**config.mk**
```make
export PLATFORM = sky130hd
export DESIGN_NAME = upc_marquee
export DESIGN_NICKNAME = d
export VERILOG_FILES = /design/src/rtl/upc_marquee_pkg.sv /design/src/rtl/upc_marquee_seg_glyph.sv /design/src/rtl/upc_marquee.sv
export SDC_FILE = /design/constraint.sdc
export NUM_CORES = 1
export LEC_CHECK = 0
export ABC_AREA = 1
export BUFFER_PORTS_ARGS = -buffer_cell sky130_fd_sc_hd__buf_2
export CORE_ASPECT_RATIO = 0.5
export CORE_MARGIN = 4
export CORE_UTILIZATION = 58
export DETAILED_ROUTE_END_ITERATION = 10
export HOLD_SLACK_MARGIN = 0.15
export PLACE_DENSITY = 0.84
export REMOVE_ABC_BUFFERS = 1
export SLEW_MARGIN = 10
export SYNTH_ARGS = -nofsm -noshare
export SYNTH_HDL_FRONTEND = slang
export SYNTH_SLANG_ARGS = --single-unit
```
**constraint.sdc**
```tcl
create_clock -name clk -period 5.27 [get_ports clk]
set_input_delay 0.7905 -clock clk [delete_from_list [all_inputs] [get_ports clk]]
set_output_delay 0.7905 -clock clk [all_outputs]
set_load 0.05 [all_outputs]
```
**src/rtl/upc_marquee_pkg.sv**
```systemverilog
// Shared types, name ROM and segment font for the product-code marquee.
// Glyphs are active-low, bit order gfedcba.
package upc_pkg;

   typedef enum logic [4:0] {
      CH_BLANK, CH_A, CH_B, CH_C, CH_E, CH_H, CH_I, CH_J, CH_K, CH_L,
      CH_M, CH_N, CH_O, CH_R, CH_S, CH_T, CH_U, CH_W, CH_Y
   } char_t;

   typedef enum logic [1:0] {S_IDLE, S_SCROLL, S_ERROR} state_t;

   localparam int NAME_W = 8;

   // Indexed by code {U,P,C}; the two invalid codes hold blank rows.
   localparam char_t NAMES [8][NAME_W] = '{
      '{CH_S, CH_H, CH_O, CH_E, CH_S, CH_BLANK, CH_BLANK, CH_BLANK},
      '{CH_J, CH_E, CH_W, CH_E, CH_L, CH_R, CH_Y, CH_BLANK},
      '{CH_O, CH_R, CH_N, CH_A, CH_M, CH_E, CH_N, CH_T},
      '{CH_BLANK, CH_BLANK, CH_BLANK, CH_BLANK, CH_BLANK, CH_BLANK, CH_BLANK, CH_BLANK},
      '{CH_B, CH_U, CH_S, CH_I, CH_N, CH_E, CH_S, CH_S},
      '{CH_W, CH_E, CH_T, CH_S, CH_U, CH_I, CH_T, CH_BLANK},
      '{CH_BLANK, CH_BLANK, CH_BLANK, CH_BLANK, CH_BLANK, CH_BLANK, CH_BLANK, CH_BLANK},
      '{CH_S, CH_O, CH_C, CH_K, CH_S, CH_BLANK, CH_BLANK, CH_BLANK}
   };

   function automatic logic [6:0] glyph(char_t c);
      case (c)
         CH_A:    return 7'b0001000;
         CH_B:    return 7'b0000011;
         CH_C:    return 7'b1000110;
         CH_E:    return 7'b0000110;
         CH_H:    return 7'b0001001;
         CH_I:    return 7'b1001111;
         CH_J:    return 7'b1100001;
         CH_K:    return 7'b0001010;
         CH_L:    return 7'b1000111;
         CH_M:    return 7'b1001000;
         CH_N:    return 7'b0101011;
         CH_O:    return 7'b1000000;
         CH_R:    return 7'b0101111;
         CH_S:    return 7'b0010010;
         CH_T:    return 7'b0000111;
         CH_U:    return 7'b1000001;
         CH_W:    return 7'b1010101;
         CH_Y:    return 7'b0010001;
         default: return 7'h7F;
      endcase
   endfunction

   // "ERROR" right-justified: digit 0 is the final R.
   function automatic char_t err_char(int k);
      case (k)
         0:       return CH_R;
         1:       return CH_O;
         2:       return CH_R;
         3:       return CH_R;
         4:       return CH_E;
         default: return CH_BLANK;
      endcase
   endfunction

   function automatic logic code_bad(logic [2:0] c);
      return (c == 3'b011) || (c == 3'b110);
   endfunction

   function automatic logic discount_of(logic [2:0] c);
      return c[1] | (c[2] & c[0]);
   endfunction

   function automatic logic stolen_of(logic [2:0] c, logic m);
      return ~m & ~c[1] & (c[2] | ~c[0]);
   endfunction

endpackage

```
**src/rtl/upc_marquee_seg_glyph.sv**
```systemverilog
// One seven-segment digit decoder; pure combinational font lookup.
module seg_glyph
   import upc_pkg::*;
(
   input  char_t      ch,
   output logic [6:0] seg
);
   assign seg = glyph(ch);
endmodule

```
**src/rtl/upc_marquee.sv**
```systemverilog
// Product-code marquee: latches a code on load, scrolls its name right-to-left
// across NUM_DIGITS digits, and decodes discount/stolen flags.
module upc_marquee
   import upc_pkg::*;
#(
   parameter int NUM_DIGITS = 6,
   parameter int MSG_LEN    = 8,
   parameter int TICK_DIV   = 25_000_000
) (
   input  logic                       clk,
   input  logic                       reset_n,
   input  logic [2:0]                 code,
   input  logic                       mark,
   input  logic                       load,
   input  logic                       hold,
   output logic [NUM_DIGITS-1:0][6:0] hex,
   output logic                       discount,
   output logic                       stolen,
   output logic                       busy
);
   localparam int L  = NUM_DIGITS + MSG_LEN;
   localparam int FW = (L > 1) ? $clog2(L) : 1;
   localparam int TW = (TICK_DIV > 1) ? $clog2(TICK_DIV) : 1;

   state_t          state;
   logic [2:0]      code_q;
   logic            mark_q;
   logic [FW-1:0]   frame;
   logic [TW-1:0]   tick;

   always_ff @(posedge clk or negedge reset_n) begin
      if (!reset_n) begin
         state  <= S_IDLE;
         code_q <= '0;
         mark_q <= 1'b0;
         frame  <= '0;
         tick   <= '0;
      end else if (load) begin
         // Load wins over a coincident tick, so the new code always starts at frame 0.
         code_q <= code;
         mark_q <= mark;
         frame  <= '0;
         tick   <= '0;
         state  <= code_bad(code) ? S_ERROR : S_SCROLL;
      end else if (state == S_SCROLL && !hold) begin
         if (tick == TW'(TICK_DIV - 1)) begin
            tick  <= '0;
            frame <= (frame == FW'(L - 1)) ? '0 : frame + 1'b1;
         end else begin
            tick <= tick + 1'b1;
         end
      end
   end

   assign busy     = (state == S_SCROLL);
   assign discount = busy & discount_of(code_q);
   assign stolen   = busy & stolen_of(code_q, mark_q);

   // Tape = NUM_DIGITS blanks then the padded name; digit k shows tape[(frame+ND-1-k) mod L].
   for (genvar k = 0; k < NUM_DIGITS; k++) begin : g_dig
      localparam int OFS = NUM_DIGITS - 1 - k;
      char_t ch;
      int    p;
      int    ti;

      always_comb begin
         p  = int'(frame) + OFS;
         if (p >= L) p = p - L;
         ti = p - NUM_DIGITS;
         ch = CH_BLANK;
         if (state == S_ERROR)
            ch = err_char(k);
         else if (state == S_SCROLL && ti >= 0 && ti < NAME_W && ti < MSG_LEN)
            ch = NAMES[code_q][ti[2:0]];
      end

      seg_glyph u_seg (.ch(ch), .seg(hex[k]));
   end

endmodule
```
==> metrics.md, run 1 <==
| Metric | Value |
|---|---|
| Clock share of power | 8.5% |
| Prevailing post-synth register cell | dfrtp_1 |
| Total negative slack | -3190 ps |
| Status | complete, but fails checks |
| # Max-Cap Violations | 0 |
| Max incr delay on CP | 460 ps |
| Buf/Inv on CP | 8 |
| Vias | 10900 |
| Slew margin rel. | 34.1% |
| Total power | 3.45 mW |
| Top Family by Delay on Critical Path | simple AND/OR/NAND/NOR gates |
| Final worst slack | -257 ps |
| Commonest non-fill, non-tap cell in the layout | nand2_1 |
| First-pass GRT wire length | 42400 µm |
| Tmin final | 5530 ps |
| Post-DRT Antenna Nets | 0 |
| Layout area overhead | 32.3% |
| WHS | 506 ps |
| P_sw | 1.97 mW |
| Worst Setup End Kind | primary output |
| Drt wl/cell | 18.0 µm |
| H-Tree Depth | 2 |
| Pins over their slew limit | 0 |
| Setup violators final | 26 |
| Combinational Power Share | 82.6% |
| CTS tree | built |
| CP Class | reg -> out |
| Vias in the first global route | 8985 |
| Register area share after synthesis | 10.4% |
| CTS clk-pin slew, worst paths | 60 ps |
| Clk Latency, worst-skew pair | 280 ps |
| Gate count of the mapped netlist | 1408 |
| Clock Skew | 5.92 ps |
| Clock sinks | 35 |
| Longest Clk Path Bufs | 2 |
| Clock Root Buffer | clkbuf_16 |
| Synthesized cell area | 8400 µm² |
| Power Internal | 1.48 mW |
| Layout cell share with drive strength beyond 1 | 29.4% |
| Placeable Area | 13900 µm² |
| Critical Path Start Type | flip-flop |
| Slowest cell on crit path | dfrtp_2 |
| DRT Pass-1 Iters | 11 |
| Switching Fraction | 57.1% |
| Flop pwr share | 8.9% |
| Ys async rst share | 100% |
| CP Max Fanout | 4 |
| Dpl hpwl | 19500 µm |
| Largest net degree at the start of global routing | 38 |
| DRC | 0 |
| Final core occ | 80.3% |
| 1st-iter DRT viols | 1592 |
| # hold bufs at CTS | 0 |
| Detailed Route WL | 31300 µm |
| Total global routing overflow | 0 |
| Power Density | 311 nW/µm² |
| Avg Synthesized Cell Area | 5.97 µm² |
| Initial antenna violation count | 0 |
| Placer Congestion | 1.07 |
| Ant. Diodes | 0 |
| Die X | 178 µm |
| Die height | 93.1 µm |
| Most Frequent Cell on Critical Path | nand2_1 |
| Peak supply drop | 0.000219 V |
| # rows | 30 |
| Fmax | 181 MHz |
| Min-delay worst type | reg -> reg |
| Critical Path AT | 4740 ps |
| Final hold vios | 0 |
| Setup WS pre-CTS | -134 ps |
| Number of flops mapped to enable cells by yosys | 0 |
| Synth cell types | 64 |
| Yosys warning count | 0 |
| Layout Nets | 1659 |
| Critical path data required time | 4480 ps |
| Slew @ Worst Pin | 986 ps |
| CTS Buf Count | 5 |
| Tcrit/Tclk final | 105% |
| Failing checks | setup timing |
| Vias/cell | 6.29 |
| Buffers added on ports | 52 |
| Leakage | 5.27 nW |
| Die ar. | 16600 µm² |
| Yosys reg bits | 35 |
| # IOs | 53 |
| Most frequent cells in the layout | nand2_1, inv_1, nand3_1 |
| Initial cell density of the core | 60.7% |
| RSZ-0062 raised after global routing | yes |
| Total GRT Usage | 30.2% |
## layer usage
| metal | share of wire, % | routed length, µm | vias to the layer above | track usage (%) |
|---|---|---|---|---|
| li1 | - | - | 4952 | - |
| met1 | 38 | 12000 | 4870 | 42.2 |
| met2 | 43 | 13500 | 849 | 48.6 |
| met3 | 12 | 3650 | 259 | 4.20 |
| met4 | 6.6 | 2080 | 2 | 9.19 |
| met5 | 0.21 | 66 | - | 0 |
## stage by stage
| stage | cell area [µm²] | cells |
|---|---|---|
| 6_report | 11100 | 1738 |
| 5_1_grt | 11100 | 1738 |
| 4_1_cts | 9770 | 1704 |
| 3_5_place_dp | 9140 | 1679 |
| 3_3_place_gp | 9140 | 1679 |
| 2_1_floorplan | 8280 | 1386 |
## cell type report
cell class | count | area (µm²)
Tap cell | 192 | 240
Timing Repair Buffer | 152 | 1260
Fill cell | 891 | 2740
Sequential cell | 35 | 881
Clock inverter | 3 | 20.0
Clock buffer | 5 | 125
Multi-Input combinational cell | 1136 | 7730
Inverter | 215 | 850
## cells by family (layout without fill, tap and decap cells)
family | count (synthesis) | count (layout) | share of synthesized area (%)
buffers and inverters | 237 | 375 | 11.2
AO/OA/AOI/OAI | 239 | 239 | 16.4
AND/OR/NAND/NOR | 784 | 784 | 45.4
flip-flops | 35 | 35 | 10.4
XOR/XNOR | 7 | 7 | 0.819
adder cells (fa/ha/maj) | 106 | 106 | 15.9
## worst register-to-register path, delay by kind of cell (launching register included)
kind	cells	cell delay [ps]
AND/OR/NAND/NOR	6	1730
AO/OA/AOI/OAI	2	240
buffers and inverters	2	500
flip-flops	1	390
## power by group through the flow
stage | registers, mW | clock network [mW] | logic (mW)
floorplan | 0.311 | 0 | 1.50
global placement | 0.304 | 0 | 1.97
detailed placement | 0.305 | 0 | 2.02
CTS | 0.305 | 0.297 | 2.15
global route | 0.308 | 0.310 | 3.05
finish | 0.307 | 0.295 | 2.85
## state kept, by name, summed over array words and instances (netlist names)
register,count
code_q,3
frame,4
mark_q,1
state,2
tick,25
## Yosys cell counts, types with 7 or more instances
master | n | share of area (%)
a21oi_1 | 71 | 4.2
a31oi_1 | 9 | 0.67
buf_2 | 9 | 0.54
clkbuf_1 | 7 | 0.31
dfrtp_1 | 35 | 10
ha_1 | 105 | 16
inv_1 | 192 | 8.6
inv_2 | 21 | 0.94
nand2_1 | 360 | 16
nand2_2 | 28 | 2.1
nand2_4 | 11 | 1.5
nand3_1 | 143 | 8.5
nand3_2 | 13 | 1.5
nand3b_1 | 12 | 1.1
nand4_1 | 31 | 2.3
nor2_1 | 106 | 4.7
nor2_2 | 13 | 0.97
nor2_4 | 8 | 1.1
nor3_1 | 21 | 1.3
nor4_1 | 13 | 0.97
o211ai_1 | 22 | 2.0
o21ai_0 | 91 | 5.4
o21ai_1 | 9 | 0.54
o22ai_1 | 10 | 0.74
## path summary, 6_finish.rpt
kind,startpoint,end,slack [ps],cells past startpoint
setup reg to reg,state[1],tick[24],2290,10
setup / recovery,frame[1],hex[34],-260,29
min in group asynchronous,reset_n,tick[4],580,1
max in group asynchronous,reset_n,frame[0],4130,1
hold / removal,mark_q,mark_q,510,2
hold reg to reg,mark_q,mark_q,510,2
## what timing repair did
item	CTS	global route
setup endpoints to repair	41	42
hold endpoints to repair	0	0
gates resized for setup	96	261
pin swaps	29	100
buffers inserted	17	34
(Power assumes the default switching activity.)
==> inputs of run 2 (changes only) <==
- ABC_AREA: 1 -> not set
==> run 2 against run 1 <==
  * The flow now stops in global routing (5_1_grt)
  * Synthesized cell count decreased by 19%
  * Area after synthesis is 6.6% higher
==> metrics.md, run 2 <==
| Metric | Value |
|---|---|
| Die height | 95.9 µm (+3.0%) |
| Share of the synthesized area in the top cell type | 14.7% (-1.4 points) |
| Longest Clk Path Bufs | 2 (unchanged) |
| Worst_ep grt | hex[13] |
| Total global routing overflow | 102 |
| Die X | 184 µm (+3.1%) |
| Gate count of the mapped netlist | 1145 (-19%) |
| Synth cell types | 105 (+64%) |
| Initial cell density of the core | 60.6% (-0.072 points) |
| # rows | 31 (+3.3%) |
| Largest net degree at the start of global routing | 36 |
| Post-synth top area cell | ha_1 |
| Clock Root Buffer | clkbuf_16 |
| Error | [ERROR GRT-0232] Routing congestion too high. Check the congestion heatmap in the GUI. |
| Ys async rst share | 100% (unchanged) |
| Dominant cells by area after synthesis | ha_1, dfrtp_1, mux2i_1 |
| Register area share after synthesis | 9.78% (-0.64 points) |
| Placer Congestion | 0.993 (-7.3%) |
| H-Tree Depth | 2 (unchanged) |
| Number of flops mapped to enable cells by yosys | 0 (unchanged) |
| CTS Buf Count | 5 (unchanged) |
| Halt Stage | global routing (5_1_grt) |
| Dpl hpwl | 21400 µm (+9.7%) |
| Buffers added on ports | 52 (unchanged) |
| Prevailing post-synth register cell | dfrtp_1 |
| # IOs | 53 (unchanged) |
| Synthesized cell area | 8950 µm² (+6.6%) |
| Top post-synthesis cells by count | ha_1, nor2_1, nand2_1, a21oi_1, mux2i_1 |
| Yosys reg bits | 35 (unchanged) |
| Status | stopped before the end |
| Placed instance area | 10700 µm² (+18%) |
| Worst_ep kind | output port |
| Avg Synthesized Cell Area | 7.82 µm² (+31%) |
| Count leader, synth | ha_1 |
| # hold bufs at CTS | 0 (unchanged) |
| Total GRT Usage | 75.9% |
| Placed Instances | 1541 (-8.2%) |
| Yosys warning count | 0 (unchanged) |
| Clock sinks | 35 (unchanged) |
[run 2: cell count changes after synthesis, sizes merged, moves of 20 or more]
cell / before / now
clkbuf: 8 / 29
nand3: 160 / 34
nor2: 127 / 104
inv: 214 / 55
o21ai: 103 / 63
nand2: 400 / 89
mux2i: 0 / 55
mux4: 0 / 23
nor2b: 0 / 25
nand2b: 0 / 24
buf: 14 / 34
[run 2: repair_timing]
item,4_1_cts
setup endpoints to repair,42
pin swaps,115
endpoints found under the hold margin,0
gates resized for setup,334
buffers inserted,82
[run 2: metrics by stage]
stage	setup WS (ps)	hold WS (ps)
2_1_floorplan	-2470	451
3_3_place_gp	-542	471
3_5_place_dp	-879	486
4_1_cts	-569	493
[run 2: logic make-up after synthesis]
logic type,after synthesis,synth area share (%)
fa+ha+maj,106,14.9
flops,35,9.78
xor+xnor,33,4.12
simple gates,450,26.7
mux,93,14.1
buf+inv,118,5.65
compound gates,310,24.8
[run 2: metal layers]
| metal | overflow | GRT usage [%] |
|---|---|---|
| met4 | 45 | 79.8 |
| met1 | 0 | 74.4 |
| met3 | 2 | 61.8 |
| met2 | 55 | 92.5 |
| met5 | 0 | 28.9 |
==> inputs of run 3 (changes only) <==
- CORE_ASPECT_RATIO: 0.5 -> not set
- CORE_UTILIZATION: 58 -> 40
- HOLD_SLACK_MARGIN: 0.15 -> not set
- PLACE_DENSITY: 0.84 -> not set
- PLACE_DENSITY_LB_ADDON: not set -> 0.15
- clock period: 5.27 -> 6.9 ns (I/O delays scaled with it)
==> run 3 against run 2 <==
  * The flow now finishes without violations
  * Synthesized cell count unchanged
  * Area after synthesis unchanged
==> metrics.md, run 3 <==
| Metric | Value |
|---|---|
| Initial cell density of the core | 40.9% (-20 points) |
| Vias | 8775 |
| Post-synthesis compound-gate area fraction | 24.8% (unchanged) |
| 1st-iter DRT viols | 604 |
| CP Class | reg -> out |
| Peak supply drop | 0.000203 V |
| Finished Cell Area | 9840 µm² |
| Fmax | 151 MHz |
| Placed Instances | 1450 (-5.9%) |
| H-Tree Depth | 2 (unchanged) |
| Xor/xnor share of the synthesized area | 4.12% (unchanged) |
| Vias/cell | 6.01 |
| Simple-gate share of the synthesized area | 26.7% (unchanged) |
| Critical path data required time | 5860 ps |
| Slew @ Worst Pin | 825 ps |
| Power Internal | 1.01 mW |
| Pins over their slew limit | 0 |
| First-pass GRT wire length | 41700 µm |
| Tmin final | 6640 ps |
| Post-DRT Antenna Nets | 0 |
| Status | finished, final reports clean |
| Critical Path Start Type | flip-flop |
| Longest Clk Path Bufs | 2 (unchanged) |
| Min-delay worst type | reg -> reg |
| Avg Synthesized Cell Area | 7.82 µm² (unchanged) |
| CP Max Fanout | 8 |
| # rows | 54 (+74%) |
| # Max-Cap Violations | 0 |
| Power Density | 211 nW/µm² |
| Flop pwr share | 11.0% |
| Vias in the first global route | 8203 |
| Number of flops mapped to enable cells by yosys | 0 (unchanged) |
| Critical Path AT | 5600 ps |
| Final hold vios | 0 |
| Ys async rst share | 100% (unchanged) |
| Prevailing post-synth register cell | dfrtp_1 |
| Yosys reg bits | 35 (unchanged) |
| Total global routing overflow | 0 |
| Die height | 158 µm (+64%) |
| Layout cell share with drive strength beyond 1 | 17.8% |
| Synth cell types | 105 (unchanged) |
| Dpl hpwl | 19700 µm (-8.0%) |
| Slew margin rel. | 44.6% |
| Non-filler cells, final | 1461 |
| Register area share after synthesis | 9.78% (unchanged) |
| Drt wl/cell | 17.3 µm |
| Initial antenna violation count | 0 |
| Max reg flops | 25 |
| Clk Latency, worst-skew pair | 280 ps |
| Placeable Area | 21900 µm² |
| CTS clk-pin slew, worst paths | 60 ps |
| DRT Pass-1 Iters | 5 |
| Filler instances | 2248 |
| Clock Skew | 4.69 ps |
| Post-synthesis adder-cell area fraction | 14.9% (unchanged) |
| Buffers added on ports | 52 (unchanged) |
| Dominant cells by area after synthesis | ha_1, dfrtp_1, mux2i_1 |
| CTS Buf Count | 5 (unchanged) |
| Placed instance area | 9540 µm² (-11%) |
| Clock share of power | 11.3% |
| Layout Nets | 1294 |
| Synthesized cell area | 8950 µm² (unchanged) |
| Mux share of post-synthesis cell area | 14.1% (unchanged) |
| Count leader, synth | ha_1 |
| Layout area overhead | 9.89% |
| P_sw | 1.07 mW |
| CTS tree | built |
| # hold bufs at CTS | 0 (unchanged) |
| # IOs | 53 (unchanged) |
| Leakage | 4.16 nW |
| Die X | 158 µm (-14%) |
| DRC | 0 |
| Die ar. | 24800 µm² |
| Tcrit/Tclk final | 96.2% |
| Worst Setup End Kind | primary output |
| Yosys warning count | 0 (unchanged) |
| Share of the synthesized area in the top cell type | 14.7% (unchanged) |
| Biggest register | tick |
| Ant. Diodes | 0 |
| Final core occ | 44.9% |
| Setup violators final | 0 |
| Clock Root Buffer | clkbuf_16 |
| Largest net degree at the start of global routing | 44 |
| Post-synth top area cell | ha_1 |
| Detailed Route WL | 25300 µm |
| Gate count of the mapped netlist | 1145 (unchanged) |
| Total GRT Usage | 19.9% |
| Combinational family with the most area after synthesis | simple AND/OR/NAND/NOR gates |
| Top post-synthesis cells by count | ha_1, nor2_1, nand2_1, a21oi_1, mux2i_1 |
| Placer Congestion | 0.902 (-9.2%) |
| Most frequent cells in the layout | nor2_1, ha_1, nand2_1 |
| Combinational Power Share | 77.7% |
| Clock sinks | 35 (unchanged) |
| Largest registers | tick x25, frame x4, code_q x3 |
| Switching Fraction | 51.4% |
run 3: cell counts after synthesis:
Identical to the previous run, type by type.
run 3: worst max-delay path, stage by stage (launching register included):
cell,delay [ps]
dfrtp_1,410
buf_4,180
ha_1,220
buf_4,170
a21boi_2,260
o21ai_1,210
a211oi_2,380
inv_2,60
ha_1,250
or3_1,410
ha_1,310
nor4b_1,360
nand4_1,140
nand4bb_1,400
nand2b_1,380
ha_1,270
or4_1,510
o41ai_1,70
nor3_1,100
buf_2,220
run 3: area by class of cell:
cell class | instances | area, µm² | share of cell area [%]
multi-input cells | 992 | 7680 | 78.1
well taps | 280 | 350 | 3.56
repair buffers | 91 | 567 | 5.76
flip-flops and latches | 35 | 878 | 8.93
inverters | 55 | 206 | 2.10
clock buffers | 8 | 156 | 1.59
run 3: routing by layer:
layer	vias to the layer above	GRT usage, %	part of all wire [%]
met5	-	0	0
met4	0	2.66	0.91
met3	16	1.64	4.8
met2	205	32.3	46
met1	4169	29.6	49
li1	4385	-	-
run 3: what timing repair did:
item | CTS | global route
gates cloned | 0 | 0
setup buffers | 0 | 3
endpoints found under the setup margin | 1 | 28
pin swaps | 0 | 3
gates resized for setup | 1 | 30
run 3: path summary, 6_finish.rpt:
kind	from	end	slack (ps)	cells past startpoint
setup / recovery	frame[2]	hex[33]	260	19
hold / removal	tick[4]	tick[4]	490	1
setup reg to reg	state[1]	tick[23]	4200	9
hold reg to reg	tick[4]	tick[4]	490	1
max in group asynchronous	reset_n	frame[0]	5520	1
min in group asynchronous	reset_n	tick[15]	840	1
run 3: cells by family after synthesis:
logic type,count (synthesis)
AOI/OAI and AO/OA,310
xor gates and xnor gates,33
adders and majority gates,106
buffers and inverters,118
DFF,35
muxes,93
and+or+nand+nor,450
run 3: power by group through the flow:
stage / combinational [mW] / clock [mW] / sequential [mW]
finish: 1.61 / 0.234 / 0.228
global route: 1.78 / 0.245 / 0.230
CTS: 1.59 / 0.239 / 0.226
detailed placement: 1.58 / 0 / 0.230
global placement: 1.58 / 0 / 0.229
floorplan: 1.18 / 0 / 0.248
run 3: metrics by stage:
| stage | TNS [ps] | total power, mW | setup slack [ps] | hold WS, ps |
|---|---|---|---|---|
| 6_report | 0 | 2.07 | 264 | 493 |
| 3_3_place_gp | 0 | 1.81 | 356 | 476 |
| 3_5_place_dp | 0 | 1.81 | 308 | 485 |
| 4_1_cts | 0 | 2.05 | 18.3 | 498 |
| 5_1_grt | -118 | 2.26 | -82.9 | 514 |
| 2_1_floorplan | -11660 | 1.43 | -1080 | 451 |
